File: config.mk
export PLATFORM = sky130hd
export DESIGN_NAME = bsg_fifo_rolly_replay_reader
export DESIGN_NICKNAME = d
export VERILOG_FILES = /design/src/rtl/bsg_fifo_rolly_replay_reader.sv
export SDC_FILE = /design/constraint.sdc
export NUM_CORES = 1
export LEC_CHECK = 0
export CORE_ASPECT_RATIO = 0.5
export CORE_MARGIN = 2
export CORE_UTILIZATION = 45
export DETAILED_ROUTE_END_ITERATION = 16
export HOLD_SLACK_MARGIN = 0.02
export PLACE_DENSITY_LB_ADDON = 0.08
export SLEW_MARGIN = 5
export SYNTH_ARGS = -nofsm -noshare
export SYNTH_HDL_FRONTEND = slang
export SYNTH_SLANG_ARGS = --single-unit
File: constraint.sdc
create_clock -name clk_i -period 3.8 [get_ports clk_i]
set_clock_uncertainty 0.2 [all_clocks]
set_input_delay 0.76 -clock clk_i [delete_from_list [all_inputs] [get_ports clk_i]]
set_output_delay 0.76 -clock clk_i [all_outputs]
set_load 0.01 [all_outputs]
File: src/rtl/bsg_fifo_rolly_replay_reader.sv
// Read-side replay controller for the rolly FIFO: sends entries with sequence numbers and keeps them until acked.
// Optional automatic replay on ack silence: define BSG_ROLLY_REPLAY_TIMEOUT_EN (uses timeout_p).
module bsg_fifo_rolly_replay_reader
  #(parameter int width_p           = 32
   ,parameter int max_outstanding_p = 8
   ,parameter int seq_width_p       = 8
   ,parameter int timeout_p         = 256)
   (input  logic                                     clk_i
   ,input  logic                                     reset_n_i
   ,input  logic [width_p-1:0]                       fifo_data_i
   ,input  logic                                     fifo_v_i
   ,output logic                                     fifo_yumi_o
   ,output logic                                     fifo_r_incr_o
   ,output logic                                     fifo_r_rewind_o
   ,output logic                                     fifo_r_forward_o
   ,output logic [width_p-1:0]                       link_data_o
   ,output logic [seq_width_p-1:0]                   link_seq_o
   ,output logic                                     link_v_o
   ,input  logic                                     link_ready_i
   ,input  logic                                     ack_v_i
   ,input  logic                                     ack_all_v_i
   ,input  logic                                     nack_v_i
   ,output logic [$clog2(max_outstanding_p+1)-1:0]   outstanding_o
   ,output logic [15:0]                              replay_cnt_o
   );

   localparam int out_w_lp = $clog2(max_outstanding_p+1);
   localparam bit params_ok_lp = (max_outstanding_p >= 1) && (seq_width_p < 31)
                                 && ((2**seq_width_p) > max_outstanding_p) && (timeout_p >= 2);

   typedef enum logic {eRun, eRewind} state_e;

   state_e                 state_r;
   logic [seq_width_p-1:0] send_seq_r, ack_seq_r, ack_seq_n;
   logic [out_w_lp-1:0]    outstanding_r;
   logic [15:0]            replay_cnt_r;
   logic run, ack_all, ack, rw, timeout_fire, full, block, link_v, yumi;

   // NOTE: every strobe is qualified by reset_n_i so it drops the instant reset asserts, not at the next edge.
   assign run       = reset_n_i & (state_r == eRun);
   assign ack_all   = run & ack_all_v_i;
   assign ack       = run & ack_v_i & ~ack_all_v_i & (outstanding_r != '0);
   assign rw        = run & ~ack_all_v_i & (nack_v_i | timeout_fire);
   assign full      = (outstanding_r == out_w_lp'(max_outstanding_p));
   assign block     = rw | ack_all | full;
   assign link_v    = run & fifo_v_i & ~block;
   assign yumi      = link_v & link_ready_i;
   // A same-cycle ack is retired before a rewind, so replay starts just past it.
   assign ack_seq_n = ack_seq_r + seq_width_p'(ack);

`ifdef BSG_ROLLY_REPLAY_TIMEOUT_EN
   localparam int to_w_lp = (timeout_p > 1) ? $clog2(timeout_p) : 1;
   logic [to_w_lp-1:0] timer_r;

   assign timeout_fire = (state_r == eRun) & (timer_r == to_w_lp'(timeout_p-1));

   always_ff @(posedge clk_i or negedge reset_n_i) begin
      if (!reset_n_i)
         timer_r <= '0;
      else if (ack_v_i | ack_all_v_i | rw | timeout_fire | (state_r == eRewind) | (outstanding_r == '0))
         timer_r <= '0;
      else
         timer_r <= timer_r + to_w_lp'(1);
   end
`else
   assign timeout_fire = 1'b0;
`endif

   // NOTE: sequential state uses non-blocking assignments only, and every flop clears asynchronously.
   always_ff @(posedge clk_i or negedge reset_n_i) begin
      if (!reset_n_i) begin
         state_r       <= eRun;
         send_seq_r    <= '0;
         ack_seq_r     <= '0;
         outstanding_r <= '0;
         replay_cnt_r  <= '0;
      end else begin
         state_r   <= rw ? eRewind : eRun;
         ack_seq_r <= ack_all ? send_seq_r : ack_seq_n;
         if (rw) begin
            send_seq_r    <= ack_seq_n;
            outstanding_r <= '0;
            if (replay_cnt_r != 16'hFFFF)
               replay_cnt_r <= replay_cnt_r + 16'd1;
         end else if (ack_all) begin
            outstanding_r <= '0;
         end else begin
            if (yumi)
               send_seq_r <= send_seq_r + seq_width_p'(1);
            outstanding_r <= outstanding_r + out_w_lp'(yumi) - out_w_lp'(ack);
         end
      end
   end

   assign fifo_yumi_o      = yumi;
   assign fifo_r_incr_o    = ack;
   assign fifo_r_forward_o = ack_all;
   assign fifo_r_rewind_o  = (state_r == eRewind);
   assign link_v_o         = link_v;
   assign link_data_o      = reset_n_i ? fifo_data_i : '0;
   assign link_seq_o       = send_seq_r;
   assign outstanding_o    = outstanding_r;
   assign replay_cnt_o     = replay_cnt_r;

   // The rewind cycle is a bubble; the far end must stay quiet during it.
   assert property (@(posedge clk_i) disable iff (!reset_n_i)
                    (state_r == eRewind) |-> !(ack_v_i | ack_all_v_i | nack_v_i));
   assert property (@(posedge clk_i) disable iff (!reset_n_i)
                    fifo_r_forward_o |-> !(fifo_r_rewind_o | fifo_r_incr_o));
   assert property (@(posedge clk_i) params_ok_lp);

endmodule

# After elaboration in Yosys (flattened, before gate mapping)
# Cells that the tools add are included.
[word_totals]
register_bits = 37
in_bits = 39
output_inout_bits = 65
[classes]
addsub = 5
n_eq_ne = 3
mux = 8
bitwise = 15
reduce_logical = 4
[ops]
columns = ["operator", "count"]
rows = [
  ["2-to-1 mux 32 bit", 1],
  ["2-to-1 mux 8 bit", 4],
  ["adder 16 x 1 -> 16 bit, second input constant", 1],
  ["inequality test 16 bit, second input constant", 1],
  ["AND 1 bit", 10],
  ["adder 8 x 1 -> 8 bit", 1],
  ["adder 8 x 1 -> 8 bit, second input constant", 1],
  ["2-to-1 mux 4 bit", 2],
  ["adder 4 x 1 -> 4 bit", 1],
  ["equality test 4 bit, second input constant", 1],
  ["AND reduction 2 bit", 2],
  ["nonzero test 4 bit", 1],
  ["subtractor 4 x 1 -> 4 bit", 1],
  ["NOT 1 bit", 3],
  ["inequality test 2 x 1 -> 1 bit, second input constant", 1],
  ["bitwise OR 1 bit", 2],
  ["nonzero test 2 bit", 1],
  ["2-to-1 mux 1 bit", 1],
]

# Logic depth before layout (Yosys ltp)
# Gate-level depths: netlist of run 1.
[logic_depth]
depth_word = 13
depth_mapped = 12

# Worst setup path after synthesis of run 1
# No wires, ideal clock.
[synth_path]
kind = "input-to-reg"
from = "input reset_n_i"
to = "register outstanding_r[1], in the netlist outstanding_o[1]"
arrival_time_ns = 2.590
required_ns = 3.480
setup_slack_ns = 0.890
path_stages = 6
n_path_buf = 1
cell_sequence = "buf_4 -> or3b_4 -> nor4_1 -> ha_1 -> fa_1 -> and3_1"
[synth_via]
elab_chain_cells = 12
[synth_rtl]
columns = ["element", "line", "text"]
rows = [
  ["start: declaration", "9", ",input logic reset_n_i"],
  ["AND 1 bit *", "40", "assign run = reset_n_i & (state_r == eRun);"],
  ["AND 1 bit (2 in series)", "43", "assign rw = run & ~ack_all_v_i & (nack_v_i | timeout_fire);"],
  ["bitwise OR 1 bit (2 in series)", "45", "assign block = rw | ack_all | full;"],
  ["NOT 1 bit", "46", "assign link_v = run & fifo_v_i & ~block;"],
  ["AND 1 bit *", "46", ""],
  ["AND 1 bit *", "47", "assign yumi = link_v & link_ready_i;"],
  ["named net fifo_yumi_o", "12", ",output logic fifo_yumi_o"],
  ["adder 4 x 1 -> 4 bit *", "90", "outstanding_r <= outstanding_r + out_w_lp'(yumi) - out_w_lp'(ack);"],
  ["subtractor 4 x 1 -> 4 bit *", "90", ""],
  ["2-to-1 mux 4 bit *", "85", "end else if (ack_all) begin"],
  ["2-to-1 mux 4 bit *", "80", "if (rw) begin"],
  ["end signal: assignment", "90", ""],
  ["end: declaration", "35", "logic [out_w_lp-1:0] outstanding_r;"],
]
# The timed path passes the listed nets; every way through them passes the cells marked *.
# A chain may end at the register's enable or synchronous reset.

# Final worst setup path of run 1
[layout_path]
from = "input ack_all_v_i"
to = "output fifo_yumi_o"
[layout_via]
elab_chain_cells = 8
[layout_rtl]
columns = ["element", "line", "text"]
rows = [
  ["start: declaration", "21", ",input logic ack_all_v_i"],
  ["NOT 1 bit", "43", ""],
  ["AND 1 bit (2 in series)", "43", ""],
  ["bitwise OR 1 bit * (2 in series)", "45", ""],
  ["NOT 1 bit *", "46", ""],
  ["AND 1 bit *", "46", ""],
  ["AND 1 bit *", "47", ""],
  ["end: declaration", "12", ""],
]
# Mark *: on every way between the ends. The rest lies on a longest branch, timed or not.

==> results.ini, run 1 <==
[clocking]
cts_setup_buffers = 0
clockRootBuffer = clkbuf_8
cts_max_level = 2
cts_tree = yes
post_cts_resize_count = 0
insertion_delay_ps = 290
cts_buffer_depth = 2
cts_inserted_buffers = 5
clkSlewWorstSetupHoldPaths_ps = 80
postCtsHoldBufs = 0
clock-sinks = 37

[synth]
syn_area_mm2 = 0.00225
synth_edf_count = 0
syn_area_per_cell_um2 = 9.31
ys_seq_area_share_pct = 41.1
ys_types = 39
synth_warnings = 0
syn_nets = 292
synth_cells = 242
yosysTopAreaCell = dfrtp_1
synth_seq_cells = 37
synth.area.top_cells = dfrtp_1 41%, and2_1 9.2%, xor2_1 5.8%
synthFlopType = dfrtp_1
synth_top_area_share_pct = 41.1
synth-async-reset-ratio_pct = 100

[placed_design]
gp_congestion = 0.895
io_buffers = 103
placed_area_mm2 = 0.00338
dp_hpwl_mm = 4.69

[power]
power_density_mw_per_mm2 = 450
switching_share_pct = 35.1
p_int_mw = 1.01
p_sw_mw = 0.549
pwr-share-comb_pct = 40.8
seqPwrFrac_pct = 40.6
vdd_drop_max_mv = 0.261
p_clk_share_pct = 18.6
p_leak_nw = 1.53

[route]
remaining_drc_errors = 0
routedWlPerCell_um = 14.5
drt_pass1_iterations = 4
post_drt_via_cell_ratio = 5.19
routed_wl_mm = 6.09
drt_iter0_drc = 105
vias = 2180
antenna_left = 0

[floorplan]
dieArea_mm2 = 0.00562
die_y_um = 54.0
io-pin-count = 104
fp.coreArea_mm2 = 0.00486
fp-row-count = 18
fp.dieW_um = 104
start_util_pct = 46.3

[timing]
rsz0062_at_grt = false
tightest_slew_ps = 515
tns_ps = 0
finalSetupViolations = 0
slew_viol_final = 0
period_share_pct = 94.5
fmax_ghz = 0.279
slew_headroom_pct = 64.7
hold_viol_final = 0
period_minus_slack_ps = 3590

[worst_setup_path]
critPathMaxStageDelay_ps = 640
cp_num_buf_inv = 2
crit_path_frequent_cell = clkdlybuf4s50_1
end_kind = primary output
cp_data_arrival_time_ps = 2630
critPathTopFamily = buffers and inverters
cp_max_fo = 5
cp.required_ps = 2840
path_cells = clkdlybuf4s50_1, or3b_4, nor4_1, clkdlybuf4s50_1
crit_path_start_kind = input port
crit_slowest_cell = clkdlybuf4s50_1
path_class = in2out

[layout]
syn2layout_area_growth_pct = 54.2
nets = 399
antennaDiodeCount = 0
fill_cells = 403
final_layout_size_suffix_gt1_share_pct = 7.14
final_area_mm2 = 0.00347

[grt]
grt_max_degree = 43
grt_overflow = 0
grt_pass1_vias = 1976
antenna_found_initial = 0
grt_usage_pct = 22.3
grt_pass1_wl_mm = 9.73

[hold_path]
hold_class = reg2reg

[job]
cap_violations = 0

[status]
outcome = finished clean

[area by class of cell]
cell class	instances	area [µm²]	share of cell area [%]
timing repair buffer	110	1080	31.1
sequential	37	926	26.7
clock buffer	6	82.6	2.38
multi-input combinational	185	1250	35.9
inverter	10	37.5	1.08
tap	70	87.6	2.52
clock inverter	2	13.8	0.396
[Yosys cell counts (5+ instances only)]
cell type and n:
o21ai_0 7, clkbuf_1 8, nor3_1 5, and2_1 33, mux2_2 7, and3_1 11, a21oi_1 14, nand4_1 10
ha_1 10, xor2_1 15, xnor2_1 5, nand2_1 17, inv_1 10, nor2_1 13, nand3_1 10, dfrtp_1 37
[logic make-up (layout without fill, tap and decap cells)]
kind of cell | after synthesis | after routing | synth area share, %
compound gates | 36 | 36 | 9.89
simple gates | 111 | 111 | 27.7
fa+ha+maj | 11 | 11 | 6.44
mux | 7 | 7 | 3.50
buf+inv | 20 | 128 | 3.56
flops | 37 | 37 | 41.1
xor+xnor | 20 | 20 | 7.78
[power by group through the flow]
stage | clock (mW) | combinational [mW] | sequential [mW]
2_1_floorplan | 0 | 0.316 | 0.640
6_report | 0.291 | 0.638 | 0.634
3_5_place_dp | 0 | 0.641 | 0.638
4_1_cts | 0.297 | 0.646 | 0.632
3_3_place_gp | 0 | 0.626 | 0.634
5_1_grt | 0.315 | 0.703 | 0.652
[final timing paths]
kind	start	to	slack, ps	cells past startpoint
setup reg to reg	fifo_r_rewind_o	link_seq_o[4]	1270	8
hold / removal	replay_cnt_o[4]	replay_cnt_o[4]	320	1
min in group asynchronous	reset_n_i	outstanding_o[1]	330	2
max in group asynchronous	reset_n_i	ack_seq_r[0]	2370	3
setup / recovery	ack_all_v_i	fifo_yumi_o	210	4
hold reg to reg	replay_cnt_o[4]	replay_cnt_o[4]	320	1
[per-layer routing]
metal / wire length, µm / GRT usage (%)
met1: 2950 / 29.0
met2: 2820 / 39.4
met3: 296 / 5.21
met4: 23 / 4.73
met5: 0 / 0
[registers in the layout, summed over array words and instances, names as in the netlist]
name,count
replay_cnt_o,16
ack_seq_r,8
link_seq_o,8
outstanding_o,4
fifo_r_rewind_o,1
[metrics by stage]
step	worst slack (ps)	instances	total power, mW	hold WS [ps]	util, %
floorplan	890	242	0.956	264	-
global placement	245	412	1.26	295	69.4
detailed placement	220	412	1.28	306	69.4
CTS	218	420	1.57	320	71.4
global route	181	420	1.67	329	71.4
finish	210	420	1.56	316	71.4
[cell usage in the layout, fill, tap and decap left out, types with 5 or more instances in the layout]
cell	instances
dfrtp_1	37
a21oi_1	14
nand2_1	17
and2_1	33
clkdlybuf4s50_1	102
xor2_1	15
buf_4	7
nand3_1	10
ha_1	10
nand4_1	10
xnor2_1	5
inv_1	10
clkbuf_8	6
nor2_1	13
and3_1	11
mux2_2	7
o21ai_0	7
nor3_1	5
Note: power is estimated with default switching activity, not from simulation.
==> run 2: changes to the inputs <==
--- a/config.mk
+++ b/config.mk
@@ -5,7 +5,7 @@
 export SDC_FILE = /design/constraint.sdc
 export NUM_CORES = 1
 export LEC_CHECK = 0
-export CORE_ASPECT_RATIO = 0.5
+export CORE_ASPECT_RATIO = 0.75
 export CORE_MARGIN = 2
 export CORE_UTILIZATION = 45
 export DETAILED_ROUTE_END_ITERATION = 16
==> run 2 against run 1 <==
- sequential power up 1%
- core utilization down 0.17 points
- via count down 2.2%
- non-clock buffer count unchanged
- first-iteration DRC count down 0.95%
- count of clock-buffer cells in the layout down 1
- sequential share of layout area up 0.17 points
- routed wire length down 4.1%
- fmax up 0.67%
- largest cell class unchanged
- largest power group is now registers
- highest routed layer unchanged
==> results.ini, run 2 (same netlist as run 1, synthesis figures left out) <==
[power]
p_clk_share_pct = 17.7  ; -0.9 points
switching_share_pct = 35.9  ; +0.71 points
p_sw_mw = 0.555  ; +0.96%
vdd_drop_max_mv = 0.397  ; +52%
p_leak_nw = 1.52  ; -0.48%
seqPwrFrac_pct = 41.5  ; +0.9 points
power_density_mw_per_mm2 = 448  ; -0.38%
pwr-share-comb_pct = 40.8  ; about the same
p_int_mw = 0.992  ; -2.1%

[clocking]
clockRootBuffer = clkbuf_8
cts_max_level = 2  ; unchanged
clock-sinks = 37  ; unchanged
cts_buffer_depth = 2  ; unchanged
post_cts_resize_count = 0  ; unchanged
postCtsHoldBufs = 0  ; unchanged
cts_setup_buffers = 0  ; unchanged
insertion_delay_ps = 300  ; about the same
cts_tree = yes
cts_inserted_buffers = 5  ; unchanged
clkSlewWorstSetupHoldPaths_ps = 80  ; about the same

[timing]
finalSetupViolations = 0  ; unchanged
rsz0062_at_grt = false
tightest_slew_ps = 511  ; -4.27 ps
slew_headroom_pct = 65.0  ; +0.29 points
slew_viol_final = 0  ; unchanged
tns_ps = 0  ; unchanged
fmax_ghz = 0.280  ; +0.67%
period_share_pct = 93.9  ; -0.63 points
period_minus_slack_ps = 3570  ; -24.0 ps
hold_viol_final = 0  ; unchanged
worst_hold_slack_ps = 286  ; -30.2 ps

[worst_setup_path]
critPathMaxStageDelay_ps = 620  ; -20 ps
crit_path_start_kind = input port
critPathTopFamily = buffers and inverters
cp.required_ps = 2840  ; about the same
path_class = in2out
path_cells = clkdlybuf4s50_1, or3b_4, nor4_1, clkdlybuf4s50_1
cp_max_fo = 5  ; unchanged
cp_data_arrival_time_ps = 2610  ; -20 ps
crit_slowest_cell = clkdlybuf4s50_1
cp_num_buf_inv = 2  ; unchanged
crit_path_frequent_cell = clkdlybuf4s50_1
end_kind = primary output

[layout]
final_layout_size_suffix_gt1_share_pct = 7.14  ; unchanged
antennaDiodeCount = 0  ; unchanged
syn2layout_area_growth_pct = 53.2
final_cell_mix = 102 x clkdlybuf4s50_1, 37 x dfrtp_1, 33 x and2_1, 17 x nand2_1, 15 x xor2_1
nets = 399  ; unchanged
post-route-util_pct = 71.2  ; -0.17 points
largest_reg_flops = 16  ; unchanged
final_area_mm2 = 0.00345  ; -0.65%
layout_commonest_cell = clkdlybuf4s50_1

[floorplan]
start_util_pct = 46.5  ; +0.19 points
fp-row-count = 22  ; +4
fp.dieW_um = 85.7  ; -18%
die_y_um = 65.3  ; +21%
io-pin-count = 104  ; unchanged
fp.coreArea_mm2 = 0.00484  ; -0.41%
dieArea_mm2 = 0.00559  ; -0.51%

[route]
routed_wl_mm = 5.84  ; -4.1%
routedWlPerCell_um = 14.2  ; -1.8%
remaining_drc_errors = 0  ; unchanged
drt_iter0_drc = 104  ; -0.95%
vias = 2132  ; -2.2%
post_drt_via_cell_ratio = 5.20  ; +0.18%
drt_pass1_iterations = 4  ; unchanged
antenna_left = 0  ; unchanged

[placed_design]
io_buffers = 103  ; unchanged
dp_hpwl_mm = 4.49  ; -4.4%
placed_area_mm2 = 0.00336  ; -0.37%
gp_congestion = 0.832  ; -7.1%

[status]
outcome = finished clean

[grt]
antenna_found_initial = 0  ; unchanged
grt_pass1_vias = 2058  ; +4.1%
grt_pass1_wl_mm = 9.99  ; +2.7%
grt_usage_pct = 22.8  ; +0.41 points
grt_max_degree = 42  ; -2.3%
grt_overflow = 0  ; unchanged

[hold_path]
hold_class = in2async

[job]
cap_violations = 0  ; unchanged

## run 2: cell count changes in the layout (fill, tap and decap cells not counted)
cell        before  now
clkinv_2         1    2
clkbuf_8         6    5
clkinvlp_4       0    1
clkinv_4         1    0
## run 2: metal layers
layer	up-vias	wire (µm)	global-route usage, %
met5	-	0	0
met4	0	49	4.56
met3	5	189	6.53
met2	47	2860	37.9
met1	1016	2740	29.8
li1	1064	-	-
## run 2: power groups by stage
stage          clock network, mW  logic (mW)  registers, mW
2_1_floorplan                  0       0.316          0.640
3_3_place_gp                   0       0.622          0.641
3_5_place_dp                   0       0.634          0.645
4_1_cts                    0.276       0.640          0.639
5_1_grt                    0.298       0.703          0.661
6_report                   0.274       0.632          0.642
## run 2: worst reg2reg max path, stage by stage, from the launching register on
cell	delay [ps]
dfrtp_1	400
or3b_4	410
nor2_1	250
ha_1	280
ha_1	230
nand3_1	100
xor2_1	180
o22ai_1	100
a22o_1	230
## run 2: per-stage QoR
step                      cells  setup WS, ps  power, mW
final                       410           234       1.55
after global routing        410           143       1.66
after CTS                   410           219       1.55
after detailed placement    402           192       1.28
after global placement      402           272       1.26
after floorplan             242           890      0.956
## run 2: worst paths after layout
kind | start | depth (start not counted) | end | slack [ps]
worst max-delay path | ack_all_v_i | 4 | fifo_yumi_o | 230
worst min-delay path | reset_n_i | 2 | replay_cnt_o[6] | 290
worst max register to register | fifo_r_rewind_o | 8 | link_seq_o[4] | 1330
worst min register to register | replay_cnt_o[7] | 1 | replay_cnt_o[7] | 320
max in group asynchronous | reset_n_i | 3 | outstanding_o[2] | 2410
min in group clk_i | replay_cnt_o[7] | 1 | replay_cnt_o[7] | 320
## run 2: final cells by class
type | instances | area (µm²)
inverter | 10 | 37.5
fill | 397 | 1400
timing repair buffer | 110 | 1080
clock inverter | 3 | 17.5
tap | 60 | 75.1
sequential | 37 | 926
clock buffer | 5 | 68.8
multi-input combinational | 185 | 1250
==> run 3: changes to the inputs <==
--- a/config.mk
+++ b/config.mk
@@ -9,8 +9,9 @@
 export CORE_MARGIN = 2
 export CORE_UTILIZATION = 45
 export DETAILED_ROUTE_END_ITERATION = 16
-export HOLD_SLACK_MARGIN = 0.02
+export HOLD_SLACK_MARGIN = 0.08
 export PLACE_DENSITY_LB_ADDON = 0.08
+export RECOVER_POWER = 50
 export SLEW_MARGIN = 5
 export SYNTH_ARGS = -nofsm -noshare
 export SYNTH_HDL_FRONTEND = slang
==> run 3 against run 2 <==
- the flow now finishes with violations (capacitance limit, slew limit)
- fmax about the same
- die area did not move
- core utilization decreased by 0.26 points
- final cell count unchanged
- sequential share of layout area rose by 0.098 points
- hold slack improved by 31 ps
- flip-flop and latch count unchanged
- non-clock buffer count stayed put
- first-iteration DRC count fell by 0.96%
- register-to-register slack barely moved
- routed wire length hardly changed
==> results.ini, run 3 (same netlist as run 1, synthesis figures left out) <==
[grt]
grt.busiest_layer = met2
grt_pass1_vias = 2058  ; unchanged
met2_usage_pct = 37.9  ; unchanged
grt_max_degree = 42  ; unchanged
grt_overflow = 0  ; unchanged
grt_usage_pct = 22.8  ; unchanged
grt_use_met1_pct = 29.8  ; unchanged
antenna_found_initial = 0  ; unchanged
grt_pass1_wl_mm = 9.99  ; unchanged
grt.met3_usage_pct = 6.53  ; unchanged

[layout]
final_cell_mix = 77 x clkdlybuf4s50_1, 37 x dfrtp_1, 32 x and2_1, 25 x dlygate4sd3_1, 17 x nand2_1
layout_commonest_cell = clkdlybuf4s50_1
largest_reg_flops = 16  ; unchanged
syn2layout_area_growth_pct = 52.6
nets = 399  ; unchanged
antennaDiodeCount = 0  ; unchanged
final_layout_size_suffix_gt1_share_pct = 6.00  ; -1.1 points

[route]
antenna_left = 0  ; unchanged
post_drt_via_cell_ratio = 5.20  ; about the same
routed_wl_mm = 5.85  ; about the same
drt_iter0_drc = 103  ; -0.96%
remaining_drc_errors = 0  ; unchanged
routedWlPerCell_um = 14.3  ; about the same
drt_pass1_iterations = 4  ; unchanged
vias = 2130  ; -0.094%

[power]
power_density_mw_per_mm2 = 444  ; -1.0%
vdd_drop_max_mv = 0.395  ; -0.60%
p_leak_nw = 1.56  ; +2.9%

[timing]
period_share_pct = 93.8  ; about the same
slew_viol_final = 32  ; +32
hold_viol_final = 0  ; unchanged
period_minus_slack_ps = 3570  ; -0.114 ps
rsz0062_at_grt = false
fmax_ghz = 0.280  ; about the same
finalSetupViolations = 0  ; unchanged
tightest_slew_ps = 1620  ; +1110 ps
worst_hold_slack_ps = 317  ; +31.2 ps
slew_headroom_pct = -7.87  ; -73 points
tns_ps = 0  ; unchanged

[clocking]
cts_tree = yes
clockRootBuffer = clkbuf_8
cts_inserted_buffers = 5  ; unchanged
clkSlewWorstSetupHoldPaths_ps = 80  ; about the same
cts_buffer_depth = 2  ; unchanged
insertion_delay_ps = 300  ; about the same
clock-sinks = 37  ; unchanged
cts_setup_buffers = 0  ; unchanged
postCtsHoldBufs = 0  ; unchanged
post_cts_resize_count = 0  ; unchanged
cts_max_level = 2  ; unchanged

[worst_setup_path]
critPathMaxStageDelay_ps = 620  ; about the same
worstReg2RegStart = fifo_r_rewind_o
crit_path_start_kind = input port
crit_slowest_cell = clkdlybuf4s50_1
crit_path_frequent_cell = clkdlybuf4s50_1
critPathTopFamily = buffers and inverters
cp_num_buf_inv = 2  ; unchanged
cp.required_ps = 2840  ; about the same
cp-startpoint = ack_all_v_i
path_class = in2out
path_cells = clkdlybuf4s50_1, or3b_4, nor4_1, clkdlybuf4s50_1
cp_max_fo = 5  ; unchanged
end_kind = primary output
cp_data_arrival_time_ps = 2610  ; about the same

[hold_path]
min_from = replay_cnt_o[7]
hold_class = reg2reg

[floorplan]
fp-row-count = 22  ; unchanged
io-pin-count = 104  ; unchanged
start_util_pct = 46.5  ; unchanged
fp.dieW_um = 85.7  ; unchanged
dieArea_mm2 = 0.00559  ; unchanged
die_y_um = 65.3  ; unchanged
fp.coreArea_mm2 = 0.00484  ; unchanged

[placed_design]
dp_hpwl_mm = 4.49  ; unchanged
gp_congestion = 0.832  ; unchanged
io_buffers = 103  ; unchanged

[status]
violations = capacitance limit, slew limit
outcome = complete, but fails checks

[job]
cap_violations = 1  ; +1

run 3: cell types whose count changed in the layout (fill, tap and decap cells not counted):
cell             previous run  this run
clkbuf_1                    0         4
buf_4                       7         4
dlygate4sd3_1               0        25
clkdlybuf4s50_1           102        77
and2_0                      0         1
and2_1                     33        32
buf_2                       1         0
run 3: area by class of cell:
cell class | count | area [µm²]
clock buffer | 5 | 68.8
clock inverter | 3 | 17.5
fill | 403 | 1410
inverter | 10 | 37.5
multi-input combinational | 185 | 1250
sequential | 37 | 926
tap | 60 | 75.1
timing repair buffer | 110 | 1070
run 3: through the flow:
| step | instance area [µm²] | setup WS (ps) | cells | power (mW) | util (%) |
|---|---|---|---|---|---|
| after global placement | 3360 | 272 | 402 | 1.26 | 69.4 |
| after detailed placement | 3360 | 192 | 402 | 1.28 | 69.4 |
| after global routing | 3440 | 143 | 410 | 1.64 | 70.9 |
| after floorplan | 2250 | 890 | 242 | 0.956 | - |
| after CTS | 3450 | 219 | 410 | 1.55 | 71.2 |
| final | 3440 | 234 | 410 | 1.53 | 70.9 |
run 3: worst paths after layout:
kind | end | slack (ps) | depth (start not counted)
max | fifo_yumi_o | 230 | 4
min | replay_cnt_o[7] | 320 | 1
max reg2reg | link_seq_o[4] | 1320 | 8
min reg2reg | replay_cnt_o[7] | 320 | 1
max in group asynchronous | outstanding_o[2] | 1240 | 3
min in group asynchronous | replay_cnt_o[6] | 340 | 2
run 3: where the power goes:
group | leakage, nW | internal, mW | switching [mW]
sequential | 0.468 | 0.501 | 0.139
combinational | 1.05 | 0.344 | 0.267
clock | 0.0439 | 0.127 | 0.148
total | 1.56 | 0.972 | 0.554
run 3: layer usage:
metal / part of all wire [%] / up-vias / wire [µm]
li1: - / 1066 / -
met1: 47 / 1013 / 2740
met2: 49 / 46 / 2860
met3: 3.3 / 5 / 192
met4: 0.84 / 0 / 49
met5: 0 / - / 0
